**config.mk**
```make
export PLATFORM = sky130hd
export DESIGN_NAME = serial_adder
export DESIGN_NICKNAME = d
export VERILOG_FILES = /design/src/rtl/adder_pkg.sv /design/src/rtl/full_adder_bit.sv /design/src/rtl/serial_adder.sv
export SDC_FILE = /design/constraint.sdc
export NUM_CORES = 1
export LEC_CHECK = 0
export ABC_AREA = 1
export BUFFER_PORTS_ARGS = -buffer_cell sky130_fd_sc_hd__buf_4
export CORE_UTILIZATION = 55
export CTS_CLUSTER_DIAMETER = 100
export DETAILED_ROUTE_END_ITERATION = 6
export GPL_TIMING_DRIVEN = 0
export HOLD_SLACK_MARGIN = 0.06
export PLACE_DENSITY = 0.82
export SETUP_SLACK_MARGIN = 0.2
export SLEW_MARGIN = 10
export SYNTH_ARGS = -nofsm -noshare
export SYNTH_HDL_FRONTEND = slang
export SYNTH_SLANG_ARGS = --single-unit
```
**constraint.sdc**
```tcl
create_clock -name clk -period 3 [get_ports clk]
set_input_delay 0.15 -clock clk [delete_from_list [all_inputs] [get_ports clk]]
set_output_delay 0.15 -clock clk [all_outputs]
set_load 0.05 [all_outputs]
```
**src/rtl/adder_pkg.sv**
```systemverilog
// Shared constants and FSM encoding for the bit-serial adder.
package adder_pkg;

  localparam int unsigned ADDER_WIDTH = 8;

  localparam logic [1:0] S_IDLE = 2'd0;
  localparam logic [1:0] S_RUN  = 2'd1;
  localparam logic [1:0] S_DONE = 2'd2;

  typedef enum logic [1:0] {
    IDLE = S_IDLE,
    RUN  = S_RUN,
    DONE = S_DONE
  } state_e;

endpackage

```
**src/rtl/full_adder_bit.sv**
```systemverilog
// One-bit full adder built from two half-adder cells and an OR of their carries.
module full_adder_bit (
  output logic sum,
  output logic cout,
  input  logic a,
  input  logic b,
  input  logic cin
);

  logic hs1, hc1, hc2;

  // first half adder: operand bits
  assign hs1 = a ^ b;
  assign hc1 = a & b;

  // second half adder: partial sum plus incoming carry
  assign sum = hs1 ^ cin;
  assign hc2 = hs1 & cin;

  assign cout = hc1 | hc2;

endmodule

```
**src/rtl/serial_adder.sv**
```systemverilog
// Bit-serial unsigned adder: one operand bit pair per clock through a single
// full-adder cell, carry held in a flop, result collected LSB-first.
module serial_adder
  import adder_pkg::*;
#(
  parameter int unsigned WIDTH = ADDER_WIDTH
) (
  input  logic             clk,
  input  logic             rst_n,
  input  logic             start,
  input  logic [WIDTH-1:0] a,
  input  logic [WIDTH-1:0] b,
  output logic             busy,
  output logic             done,
  output logic [WIDTH-1:0] sum,
  output logic             cout
);

  localparam int unsigned   CW   = $clog2(WIDTH);
  localparam logic [CW-1:0] LAST = CW'(WIDTH - 1);

  state_e          state;
  logic [WIDTH-1:0] sha, shb, acc;
  logic [WIDTH-1:0] acc_nxt;
  logic             carry;
  logic [CW-1:0]    cnt;
  logic             fa_sum, fa_cout;

  full_adder_bit u_fa (
    .sum  (fa_sum),
    .cout (fa_cout),
    .a    (sha[0]),
    .b    (shb[0]),
    .cin  (carry)
  );

  // New sum bit enters at the MSB; after WIDTH steps bit 0 has reached acc[0].
  assign acc_nxt = WIDTH'({fa_sum, acc} >> 1);

  // FSM, operand shifters, carry, counter and registered outputs
  always_ff @(posedge clk or negedge rst_n) begin
    if (!rst_n) begin
      state <= IDLE;
      sha   <= '0;
      shb   <= '0;
      acc   <= '0;
      carry <= 1'b0;
      cnt   <= '0;
      sum   <= '0;
      cout  <= 1'b0;
      busy  <= 1'b0;
      done  <= 1'b0;
    end else begin
      case (state)
        IDLE: begin
          if (start) begin
            sha   <= a;
            shb   <= b;
            acc   <= '0;
            carry <= 1'b0;
            cnt   <= '0;
            busy  <= 1'b1;
            state <= RUN;
          end
        end
        RUN: begin
          acc   <= acc_nxt;
          carry <= fa_cout;
          sha   <= sha >> 1;
          shb   <= shb >> 1;
          cnt   <= cnt + CW'(1);
          if (cnt == LAST) begin
            sum   <= acc_nxt;
            cout  <= fa_cout;
            busy  <= 1'b0;
            done  <= 1'b1;
            state <= DONE;
          end
        end
        DONE: begin
          done  <= 1'b0;
          state <= IDLE;
        end
        default: begin
          busy  <= 1'b0;
          done  <= 1'b0;
          state <= IDLE;
        end
      endcase
    end
  end

endmodule

```
**Word-level counts from Yosys, hierarchy flattened**

Cells that the tools add are included.

- Eq/ne operators: 5
- Mux-type cells: 18
- Reductions and logical operators: 7
- Add/sub/neg operators: 1
- Bitwise gates (word level): 7

Operator list:

| operator | number |
|---|---|
| case mux 8 bit (2 select lines) | 3 |
| 2-to-1 mux 8 bit | 3 |
| AND reduction 2 bit | 4 |
| case mux 3 bit (2 select lines) | 1 |
| 2-to-1 mux 1 bit | 4 |
| 2-to-1 mux 2 bit | 2 |
| != test 2 bit, second input constant | 2 |
| case mux 1 bit (2 select lines) | 2 |
| case mux 2 bit (2 select lines) | 1 |
| adder 3 x 1 -> 3 bit, second input constant | 1 |
| equality test 3 bit, second input constant | 1 |
| 2-to-1 mux 3 bit | 1 |
| case mux 1 bit (3 select lines) | 1 |
| AND reduction 3 bit | 1 |
| AND 1 bit | 2 |
| equality test 2 x 1 -> 1 bit, second input constant | 1 |
| equality test 2 bit, second input constant | 1 |
| zero test 2 bit | 1 |
| inverter 1 bit | 2 |
| nonzero test 2 bit | 1 |
| bitwise XOR 1 bit | 2 |
| bitwise OR 1 bit | 1 |

- Register bits after elaboration: 41
- Output and inout bits: 11
- Input port bits: 19
- Logic and storage cells: 48

**Longest topological paths before layout**

- Depth in word-level cells: 4
- Mapped depth: 7
- Mapped depth without buffers: 6

**Modules after synthesis**

A second synthesis with hierarchy kept.

- Cells, all modules: 218
- Area total of the unflattened synthesis: 1844.3 um^2

Modules (own cells, without submodules):

| module | area an instance (um^2) | sequential area each (um^2) | times used | cells each |
|---|---|---|---|---|
| serial_adder | 1824.2 | 1001.0 | 1 | 217 |
| full_adder_bit | 20.0 | 0.0 | 1 | 1 |

**Worst setup path before layout**

Ideal clock, no wire load.

- Path kind: register to register
- Start point: register cnt[0]
- End point: register cout
- Buffers on the path: 1
- Arrival: 1.197 ns
- Setup time: 0.066 ns
- Cell stages (with the launch flop): 7
- Data required time: 2.934 ns
- Clock period less this slack: 1.263 ns
- Slack: 1.737 ns
- Path through: dfrtp_1 > ha_1 > ha_1 > nand2_2 > buf_6 > nand2_1 > nand2_1

- Cells in the longest elaborated chain, start to end: 2

Ends and longest elaborated chain:

| what | line | RTL |
|---|---|---|
| start, declared | serial_adder.sv:26 | `logic [CW-1:0] cnt;` |
| start signal, assigned | serial_adder.sv:71 | `cnt <= cnt + CW'(1);` |
| equality test 3 bit | serial_adder.sv:72 | `if (cnt == LAST) begin` |
| AND reduction 2 bit (no line) | - |  |
| end signal, assigned | serial_adder.sv:74 | `cout <= fa_cout;` |
| end, declared | serial_adder.sv:16 | `output logic cout` |

No other way between the ends.
A chain may end at the register's enable or synchronous reset.

**Worst setup path in the final report**

- Start point: register cnt[0]
- End point: register sum[7]

- Cells in the longest elaborated chain, start to end: 2

Ends and longest elaborated chain:

| what | line | RTL |
|---|---|---|
| equality test 3 bit | serial_adder.sv:72 |  |
| AND reduction 2 bit (no line) | - |  |
| end signal, assigned | serial_adder.sv:73 | `sum <= acc_nxt;` |
| end, declared | serial_adder.sv:15 | `output logic [WIDTH-1:0] sum,` |

No other way between the ends.

==> run summary <==
kind of start point of the critical path - flip-flop
status - complete, no violations
CTS buffer count - 5
detailed placement HPWL - 2.58 mm
Die Height - 60.6 um
Inserted Diodes - 0
Ports - 30
core region area - 3150 um^2
initial antenna violation count - 0
worst-path fanout max - 10
Tightest Pin Transition - 494 ps
Routed Antenna Nets - 0
Max Slew Vio Count - 0
largest net degree at the start of global routing - 41
P&R area growth vs syn - 18.5%
Pleak - 1.22 nW
CTS tree - built
Netlist cell types - 17
Final min period - 1410 ps
number of global-route vias before repair - 1395
Rel. slew slack - 0.671
first-pass GRT wire length - 6.24 mm
placed cell count - 288
Worst EP arrival - 1700 ps
Nets - 276
largest cells by area after synthesis - dfrtp_1 (53%), nand2_1 (18%), nand3_1 (9.0%), o21ai_2 (5.6%), buf_6 (3.6%)
top cell type by total area after synthesis - dfrtp_1
die area - 3670 um^2
Post-Synthesis Cells - 215
post_cts resized - 0
Synth Area per Inst - 8.79 um^2
DR vias - 1530
Crit path required time - 3290 ps
register area share after synthesis - 0.530
Syn. warnings - 0
GRT Total Usage - 0.237
Post CTS Setup Buffer Count - 0
mapped cell area - 1890 um^2
post-synth top area share - 0.530
Initial Util - 0.599
layout cells sized above 1 - 0.264
Hold Path Class - in2reg
total grt overflow - 0
main flop type after synthesis - dfrtp_1
RSZ-0062 raised after global routing - no
IO Port Bufs - 29
number of synthesized register bits - 40
clock tree buffer depth - 2
GP Congestion - 0.774
Post-Syn Nets - 237
final setup TNS - 0 ps
endpoints failing setup - 0
skew final - 4.58 ps
fin cells - 298
fmax - 708 MHz
Pwr Density - 1060 nW/um^2
# rows - 20
clock slew at reported path FFs - 110 ps
Final Hold Fails - 0
Final Cycle Share - 0.470
H-tree Lvls - 2
clock sinks - 40
WL/cell - 12.8 um
First-pass DRT Iterations - 4
Peak VDD IR - 0.625 mV
Worst setup EP type - flip-flop
DR iter-0 viols - 69
Post-Route WL - 3.80 mm
DRC viols - 0
most common cell in the netlist - nand2_1
number of synthesized flops with an enable pin - 0
number of max-cap violations - 0
CTS Root Cell - clkbuf_4
Setup CP Type - reg2reg
Post-synth top cells - nand2_1 (90), dfrtp_1 (40), nand3_1 (34)
via/cell ratio - 5.13
clk_lat worst skew - 340 ps
DIE WIDTH - 60.6 um
fraction of registers with async set/reset - 1.00
## registers in the layout (all words and copies together) (netlist names)
register / flops
shb: 8
done: 1
cout: 1
cnt: 3
state: 2
acc: 7
busy: 1
sum: 8
sha: 8
carry: 1
## path summary, 6_finish.rpt
path,start,to,slack (ps),cells after the start
worst max-delay path,cnt[0],sum[7],1590,6
worst min-delay path,b[6],shb[6],80,5
worst max register to register,cnt[0],sum[7],1590,6
worst min register to register,sum[4],sum[4],490,2
max in group asynchronous,rst_n,sha[2],2350,2
min in group asynchronous,rst_n,shb[3],300,2
## cell families after synthesis
| family | synth area share |
|---|---|
| simple gates | 0.295 |
| flops | 0.530 |
| buf+inv | 0.0801 |
| compound gates | 0.0709 |
| fa+ha+maj | 0.0238 |
## critical path: stages, from the launching register on
cell and delay, ps:
dfrtp_1 420, ha_1 210, ha_1 210, nand2_2 190
buf_6 190, nand2_1 60, nand2_1 70
## area by class of cell
type | instances | area [um^2]
Sequential cell | 40 | 1000
Fill cell | 257 | 915
Multi-Input combinational cell | 150 | 737
Timing Repair Buffer | 32 | 248
Buffer | 12 | 103
Tap cell | 44 | 55.1
Inverter | 13 | 48.8
Clock buffer | 6 | 41.3
Clock inverter | 1 | 5.00
## routing by layer
| layer | track usage | share of wire |
|---|---|---|
| met2 | 0.381 | 0.48 |
| met1 | 0.312 | 0.46 |
| met4 | 0.104 | 0.014 |
| met3 | 0.0490 | 0.043 |
| met5 | 0 | 0 |
## repair_timing
| item | in CTS | in global routing |
|---|---|---|
| hold buffers | 3 | 0 |
| hold endpoints to repair | 42 | 0 |
| setup endpoints to repair | 0 | 0 |
## power breakdown
group          leakage (nW)  internal, mW  switching [mW]
logic                 0.689         0.430           0.801
clock network        0.0281        0.0864           0.164
registers             0.507         0.771           0.131
## cell usage in the layout, fill, tap and decap left out
cell type | synthesis | layout
nor2_1 | 1 | 1
dfrtp_1 | 40 | 40
nand2_1 | 90 | 90
clkbuf_1 | 0 | 1
buf_2 | 4 | 4
clkbuf_4 | 0 | 5
o21ai_0 | 4 | 4
nor2_4 | 1 | 1
inv_1 | 11 | 11
o21ai_2 | 12 | 12
fa_1 | 1 | 1
nand2_4 | 2 | 2
a21oi_2 | 1 | 1
dlygate4sd3_1 | 0 | 3
inv_2 | 2 | 2
ha_1 | 2 | 2
buf_6 | 6 | 6
buf_4 | 2 | 31
nand2_2 | 2 | 2
nand3_1 | 34 | 34
clkinv_2 | 0 | 1
## per-stage QoR
step	power [mW]	hold slack (ps)	util	setup slack [ps]	instance area, um^2
2_1_floorplan	1.82	-146	-	1740	1890
3_3_place_gp	2.10	149	0.686	1620	2160
3_5_place_dp	2.14	149	0.686	1620	2160
4_1_cts	2.39	80.6	0.710	1580	2240
5_1_grt	2.57	91.1	0.710	1500	2240
6_report	2.38	75.9	0.710	1590	2240
(Power assumes the default switching activity.)
